`config.mk`:
```
export PLATFORM = sky130hd
export DESIGN_NAME = prog_counter_alu
export DESIGN_NICKNAME = d
export VERILOG_FILES = /design/src/rtl/prog_counter_alu.sv
export SDC_FILE = /design/constraint.sdc
export NUM_CORES = 1
export LEC_CHECK = 0
export BUFFER_PORTS_ARGS = -buffer_cell sky130_fd_sc_hd__buf_2
export CAP_MARGIN = 15
export CORE_MARGIN = 10
export CORE_UTILIZATION = 55
export CTS_BUF_LIST = sky130_fd_sc_hd__clkbuf_8
export DETAILED_ROUTE_END_ITERATION = 16
export HOLD_SLACK_MARGIN = 0.02
export PLACE_DENSITY = 0.74
export SYNTH_ARGS = -nofsm -noshare
export SYNTH_HDL_FRONTEND = slang
export SYNTH_SLANG_ARGS = --single-unit
```
`constraint.sdc`:
```
create_clock -name clk -period 12.9 [get_ports clk]
set_input_delay 2.58 -clock clk [delete_from_list [all_inputs] [get_ports clk]]
set_output_delay 2.58 -clock clk [all_outputs]
set_load 0.05 [all_outputs]
```
`src/rtl/prog_counter_alu.sv`:
```
// Sequenced arithmetic engine: executes a stored opcode program, updating
// accumulator w with (w op b) and post-incrementing counter b on each step.
module prog_counter_alu #(
    parameter int WIDTH = 4,
    parameter int DEPTH = 16,
    localparam int AW = (DEPTH > 1) ? $clog2(DEPTH) : 1,
    localparam int LW = $clog2(DEPTH + 1)
) (
    input  logic             clk,
    input  logic             reset,
    input  logic             prog_we,
    input  logic [AW-1:0]    prog_addr,
    input  logic [2:0]       prog_op,
    input  logic             start,
    input  logic [LW-1:0]    len,
    input  logic [WIDTH-1:0] init_w,
    input  logic [WIDTH-1:0] init_b,
    output logic             busy,
    output logic             done,
    output logic [WIDTH-1:0] w_out,
    output logic [WIDTH-1:0] b_out,
    output logic [WIDTH-1:0] s_out,
    output logic [2:0]       op_out,
    output logic [AW-1:0]    step_out,
    output logic             dz_flag
);

    typedef enum logic [1:0] {
        ST_IDLE = 2'd0,
        ST_RUN  = 2'd1,
        ST_DONE = 2'd2
    } state_t;

    localparam logic [2:0] OP_DIV = 3'd3;
    localparam logic [2:0] OP_NOP = 3'd7;

    state_t           state_q, state_d;
    logic [WIDTH-1:0] w_q, w_d;
    logic [WIDTH-1:0] b_q, b_d;
    logic [AW-1:0]    step_q, step_d;
    logic [LW-1:0]    left_q, left_d;
    logic             dz_q, dz_d;
    logic             busy_q, busy_d;
    logic             done_q, done_d;
    logic [2:0]       prog_q [DEPTH];
    logic [2:0]       prog_d [DEPTH];
    logic [2:0]       op_cur;
    logic [WIDTH-1:0] alu_res;

    // Opcode evaluation; a zero divisor yields all ones rather than trapping.
    function automatic logic [WIDTH-1:0] alu_f(
        input logic [2:0]       op,
        input logic [WIDTH-1:0] a,
        input logic [WIDTH-1:0] b
    );
        logic [2*WIDTH-1:0] prod;
        logic [WIDTH-1:0]   res;
        prod = {{WIDTH{1'b0}}, a} * {{WIDTH{1'b0}}, b};
        case (op)
            3'd0:    res = a + b;
            3'd1:    res = a - b;
            3'd2:    res = prod[WIDTH-1:0];
            3'd3:    res = (b == {WIDTH{1'b0}}) ? {WIDTH{1'b1}} : (a / b);
            3'd4:    res = a & b;
            3'd5:    res = a | b;
            3'd6:    res = a ^ b;
            default: res = a;
        endcase
        return res;
    endfunction

    // Opcode presented to the ALU: the current program entry while running.
    always_comb begin
        op_cur = OP_NOP;
        if (state_q == ST_RUN) begin
            op_cur = prog_q[step_q];
        end else begin
            op_cur = OP_NOP;
        end
    end

    // ALU result for the current opcode and operands.
    always_comb begin
        alu_res = alu_f(op_cur, w_q, b_q);
    end

    // Program store update: writes are accepted only outside a run.
    always_comb begin
        prog_d = prog_q;
        if (prog_we && (state_q != ST_RUN) && (32'(prog_addr) < DEPTH)) begin
            prog_d[prog_addr] = prog_op;
        end else begin
            prog_d = prog_q;
        end
    end

    // Sequencer next-state and datapath update.
    always_comb begin
        state_d = state_q;
        w_d     = w_q;
        b_d     = b_q;
        step_d  = step_q;
        left_d  = left_q;
        dz_d    = dz_q;
        case (state_q)
            ST_IDLE: begin
                if (start) begin
                    w_d    = init_w;
                    b_d    = init_b;
                    step_d = {AW{1'b0}};
                    dz_d   = 1'b0;
                    left_d = len;
                    if (len != {LW{1'b0}}) begin
                        state_d = ST_RUN;
                    end else begin
                        state_d = ST_DONE;
                    end
                end else begin
                    state_d = ST_IDLE;
                end
            end
            ST_RUN: begin
                w_d    = alu_res;
                b_d    = b_q + WIDTH'(1);
                step_d = step_q + AW'(1);
                left_d = left_q - LW'(1);
                if ((op_cur == OP_DIV) && (b_q == {WIDTH{1'b0}})) begin
                    dz_d = 1'b1;
                end else begin
                    dz_d = dz_q;
                end
                if (left_q == LW'(1)) begin
                    state_d = ST_DONE;
                end else begin
                    state_d = ST_RUN;
                end
            end
            ST_DONE: begin
                state_d = ST_IDLE;
            end
            default: begin
                state_d = ST_IDLE;
            end
        endcase
        busy_d = (state_d == ST_RUN);
        done_d = (state_d == ST_DONE);
    end

    // State registers; reset also restores every program entry to nop.
    always_ff @(posedge clk or negedge reset) begin
        if (!reset) begin
            state_q <= ST_IDLE;
            w_q     <= {WIDTH{1'b0}};
            b_q     <= {WIDTH{1'b0}};
            step_q  <= {AW{1'b0}};
            left_q  <= {LW{1'b0}};
            dz_q    <= 1'b0;
            busy_q  <= 1'b0;
            done_q  <= 1'b0;
            for (int i = 0; i < DEPTH; i++) begin
                prog_q[i] <= OP_NOP;
            end
        end else begin
            state_q <= state_d;
            w_q     <= w_d;
            b_q     <= b_d;
            step_q  <= step_d;
            left_q  <= left_d;
            dz_q    <= dz_d;
            busy_q  <= busy_d;
            done_q  <= done_d;
            prog_q  <= prog_d;
        end
    end

    assign busy     = busy_q;
    assign done     = done_q;
    assign w_out    = w_q;
    assign b_out    = b_q;
    assign s_out    = alu_res;
    assign op_out   = op_cur;
    assign step_out = step_q;
    assign dz_flag  = dz_q;

endmodule
```
==> results of run 1 <==
state kept, by name, summed over array words and instances (netlist names):
signal	count
b_out	4
prog_q	48
busy	1
left_q	5
state_q	2
dz_flag	1
done	1
step_out	4
w_out	4
synth_stat cells (5+ instances only):
cell      number  area (um2)
mux2_2        53         597
dfstp_2       48        1260
nor2_1        38         143
ha_1          33         413
a21oi_1       23         115
dfrtp_1       22         551
nand2_1       22        82.6
o21ai_0       16        80.1
inv_1         15        56.3
clkbuf_1      13        48.8
nand3_1       10        50.1
nor3_1         9        45.0
xnor2_1        9        78.8
mux2i_1        8        80.1
o22ai_1        8        50.1
mux4_1         6         158
mux4_2         6         135
o21a_1         6        45.0
a31oi_1        5        31.3
worst max-delay path: stages, from the launching register on:
cell and delay, ns:
dfrtp_1 0.64, inv_1 0.22, ha_1 0.35, a21oi_1 0.20, ha_1 0.28, o21a_1 0.12
o21ai_0 0.41, o21ai_0 0.22, ha_1 0.35, o21a_1 0.14, o21ai_0 0.07, a21oi_1 0.34
mux2_2 0.39, ha_1 0.19, a211oi_1 0.21, o21ai_0 0.13, mux2_4 0.28, mux2i_1 0.14
mux2i_1 0.13, buf_2 0.26
per-stage QoR:
stage / util / cell area, um2
final: 0.628 / 5180
after global routing: 0.628 / 5180
after CTS: 0.628 / 5180
after detailed placement: 0.598 / 4940
after global placement: 0.598 / 4940
after floorplan: - / 4690
layer usage:
layer	up-vias	wire [um]	share of wire	global-route usage
met5	-	0	0	0
met4	0	231	0.021	0.0651
met3	18	470	0.043	0.0250
met2	81	5400	0.50	0.283
met1	1719	4780	0.44	0.220
li1	1636	-	-	-
how the worst min path moves through the flow:
stage,from,end,slack (ns)
after global placement,dz_flag$_DFFE_PN0P_,dz_flag$_DFFE_PN0P_,0.56
after global routing,prog_q[18]$_DFFE_PN1P_,prog_q[18]$_DFFE_PN1P_,0.63
after CTS,dz_flag$_DFFE_PN0P_,dz_flag$_DFFE_PN0P_,0.61
after detailed placement,dz_flag$_DFFE_PN0P_,dz_flag$_DFFE_PN0P_,0.59
after floorplan,left_q[1]$_DFFE_PN0P_,left_q[1]$_DFFE_PN0P_,0.56
final,dz_flag$_DFFE_PN0P_,dz_flag$_DFFE_PN0P_,0.59
cell families (layout without fill, tap and decap cells):
logic type	Yosys count	after routing	synth area share
muxes	78	78	0.225
AOI/OAI and AO/OA	90	90	0.130
buffers and inverters	39	80	0.0416
adders and majority gates	34	34	0.0922
xor gates and xnor gates	14	14	0.0291
and+or+nand+nor	97	97	0.0960
DFF	70	70	0.386
final cells by class:
type,instances,share of cell area
Multi-Input combinational cell,313,0.518
Clock inverter,6,0.0212
Sequential cell,70,0.350
Tap cell,105,0.0253
Clock buffer,10,0.0266
Inverter,18,0.0140
Timing Repair Buffer,46,0.0449
==> flow_metrics.tcl, run 1 <==
set metrics [dict create \
    slew_violations 0 \
    synth_enable_flop_cells 0 \
    layoutNonFillerInstCount 568 \
    crit_start "b_out[0]$_DFFE_PN0P_" \
    cts_tree "built" \
    rsz0062_at_grt "false" \
    max_freq_mhz 125 \
    hold_viol_final 0 \
    cts_sinks 70 \
    n_antenna_cell 0 \
    gp_congestion 0.869 \
    nNetsFinal 516 \
    row_count 33 \
    synth-seq-cells 70 \
    multi_input_area_um2 2690 \
    viasPerCell 6.08 \
    io_pins 46 \
    cts-buffers-inserted 9 \
    slew_headroom 0.410 \
    endpoint_kind "output pin" \
    synth_cells 422 \
    htree_levels 3 \
    regArea_um2 1810 \
    wl_per_cell_um 19.2 \
    drc 0 \
    ys_seq_area_frac 0.386 \
    worstSkewPairLatency_ns 0.35 \
    whs_ns 0.585 \
    dpl.hpwl_um 7810 \
    die_w_um 112 \
    rr_startpoint "b_out[0]$_DFFE_PN0P_" \
    syn-cell-area_um2 4690 \
    status "finished clean" \
    r2r_cells 19 \
    clock_skew_ns 0.0109 \
    synth_flop_cell "dfstp_2" \
    place_ws_ns 5.34 \
    layout_commonest_cell "mux2_2" \
    hold_path_class "flip-flop to flip-flop" \
    min_path_cells 2 \
    track_usage 0.171 \
    first_pass_iters 5 \
    crit_end "s_out[0]" \
    drive_above_1_share 0.391 \
    setup_ws_ns 4.89 \
    clock-root-buffer "clkbuf_8" \
    async_flop_share 1.00 \
    drt_iter0_drc 215 \
    period_share 0.621 \
    drv_cap 0 \
    cts_setup_buffers 0 \
    worst_pin_slew_ns 0.885 \
    post_cts_resized 0 \
    areaGrowthSynthToFinish_pct 10.4 \
    antenna_found_initial 0 \
    period_minus_slack_ns 8.01 \
    worstPathArrival_ns 5.43 \
    routed_wl_um 10900 \
    num_vias 3454 \
    syn_avg_cell_area_um2 11.1 \
    die-area_um2 12600 \
    grt_pass1_wl_um 18000 \
    grt_pass1_vias 3525 \
    synth_nets 480 \
    r2r_setup_slack_ns 7.71 \
    coreArea_um2 8260 \
    synth_cell_types 61 \
    initial_core_util 0.568 \
    drtAntennaViolNets 0 \
    fin_setup_tns_ns 0 \
    crit_path_max_fanout 14 \
    grt-ovfl-total 0 \
    setup_viol 0 \
    reg2reg_to "w_out[0]$_DFFE_PN0P_" \
    path_class "flip-flop to output pin" \
    cts.path.max_buffers 2 \
    io_buffer_count 45 \
    clkSlewWorstSetupHoldPaths_ns 0.08 \
    place_inst 552 \
    die_y_um 112 \
    mostFrequentLayoutCells "mux2_2, dfstp_2, buf_2, nor2_1, ha_1" \
    ys_warn_count 0 \
    grt_max_degree 71 \
    cts_hold_buf 0 \
    num-fill-cells 677 \
    startpoint_type "flip-flop" \
    critical_path_required_ns 10.32 \
]
Power of run 1 is left out: the tool's default activity adds up to more than one toggle a clock period on the data nets, which glitch-free logic cannot reach.
==> inputs of run 2 (changes only) <==
clock period = 7.8 ns   (was 12.9 ns; I/O delays follow)
==> flow_metrics.tcl, run 2 (same netlist as run 1, synthesis figures left out) <==
set metrics [dict create \
    die_w_um 112 \
    first_pass_iters 6 \
    period_minus_slack_ns 6.96 \
    startpoint_type "flip-flop" \
    status "finished clean" \
    antenna_found_initial 0 \
    crit_slowest_cell "dfrtp_1" \
    coreArea_um2 8260 \
    cts_setup_buffers 0 \
    mostFrequentLayoutCells "mux2_2, dfstp_2, buf_2, nor2_1, ha_1" \
    grt-ovfl-total 0 \
    grt_max_degree 71 \
    drive_above_1_share 0.391 \
    endpoint_kind "output pin" \
    row_count 33 \
    grt.busiest_layer "met2" \
    hold_viol_final 0 \
    whs_ns 0.570 \
    clock_skew_ns 0.00992 \
    initial_core_util 0.568 \
    cts-buffers-inserted 9 \
    post_cts_resized 0 \
    n_antenna_cell 0 \
    hold_path_class "flip-flop to flip-flop" \
    worst-path-stages 19 \
    period_share 0.893 \
    grtUsageMet1 0.215 \
    path_class "flip-flop to output pin" \
    die-area_um2 12600 \
    htree_levels 3 \
    r2r_cells 19 \
    hold_path_startpoint "dz_flag$_DFFE_PN0P_" \
    largest-register "prog_q" \
    max_freq_mhz 144 \
    rr_startpoint "b_out[0]$_DFFE_PN0P_" \
    io_pins 46 \
    critical_path_required_ns 6.24 \
    cts_tree "built" \
    slew_headroom 0.415 \
    worstSkewPairLatency_ns 0.34 \
    routed_wl_um 10900 \
    largest_register_ffs 48 \
    gr-usage-met2 0.287 \
    critPathTopFamily "compound AO/OA/AOI/OAI gates" \
    clock-root-buffer "clkbuf_8" \
    cts_sinks 70 \
    dpl.hpwl_um 7920 \
    gp_congestion 0.869 \
    path_cells "inv_1 > ha_1 > a21oi_1 > ha_1 > o21a_1 > o21ai_0 > o21ai_0 > ha_1 > o21a_1 > o21ai_0 > a21oi_1 > mux2_2 > ha_1 > a211oi_1 > o21ai_0 > mux2_4 > mux2i_1 > mux2i_1 > buf_2" \
    rsz0062_at_grt "false" \
    cts_hold_buf 0 \
    die_y_um 112 \
    setup_viol 0 \
    clkSlewWorstSetupHoldPaths_ns 0.08 \
    cts.path.max_buffers 2 \
    slew_violations 0 \
    largest_registers "prog_q x48, left_q x5" \
    nNetsFinal 516 \
    track_usage 0.172 \
    crit_path_max_fanout 14 \
    drv_cap 0 \
    viasPerCell 6.13 \
    worstPathArrival_ns 5.40 \
    drtAntennaViolNets 0 \
    fin_setup_tns_ns 0 \
    worst_pin_slew_ns 0.877 \
    num_vias 3479 \
    critPathMaxStageDelay_ns 0.64 \
    wl_per_cell_um 19.2 \
    grt_pass1_vias 3660 \
    grt_pass1_wl_um 18100 \
    drt_iter0_drc 242 \
    crit_start "b_out[0]$_DFFE_PN0P_" \
    path_buf_inv 2 \
    layout_commonest_cell "mux2_2" \
    io_buffer_count 45 \
    areaGrowthSynthToFinish_pct 9.22 \
    drc 0 \
    met3_usage 0.0304 \
    min_path_cells 2 \
]
[run 2: cell count changes in the layout (fill, tap and decap cells not counted), sizes merged]
cell | previous run | this run
bufinv | 3 | 1
clkinv | 1 | 3
clkbuf | 10 | 9
clkinvlp | 1 | 2
[run 2: path summary, 6_finish.rpt]
check / end / slack, ns
worst max-delay path: s_out[0] / 0.84
worst min-delay path: dz_flag$_DFFE_PN0P_ / 0.57
worst max register to register: w_out[0]$_DFFE_PN0P_ / 2.63
worst min register to register: dz_flag$_DFFE_PN0P_ / 0.57
max in group asynchronous: b_out[0]$_DFFE_PN0P_ / 5.81
min in group asynchronous: left_q[3]$_DFFE_PN0P_ / 1.45
[run 2: cell type report]
cell class,count,area [um2]
Inverter,18,72.6
Tap cell,105,131
Clock buffer,9,124
Clock inverter,7,67.6
Timing Repair Buffer,46,233
Fill cell,665,3130
Multi-Input combinational cell,313,2690
Sequential cell,70,1810
[run 2: per-layer routing]
layer  vias to the layer above  wire length, um
li1                       1630                -
met1                      1722             4720
met2                       109             5460
met3                        18              500
met4                         0              223
met5                         -                0
[run 2: tightest hold or removal path, cell delays in order, from the launching register on]
cell	delay, ns
dfrtp_1	0.38
a31oi_1	0.05
nor2_1	0.10
[run 2: stage by stage]
stage / cells / utilization / instance area [um2] / setup WS (ns)
2_1_floorplan: 422 / - / 4690 / 1.21
3_3_place_gp: 552 / 0.598 / 4940 / 1.52
3_5_place_dp: 552 / 0.598 / 4940 / 1.29
4_1_cts: 568 / 0.621 / 5130 / 0.900
5_1_grt: 568 / 0.621 / 5130 / 0.336
6_report: 568 / 0.621 / 5130 / 0.837
Power of run 2 is left out for the same reason.
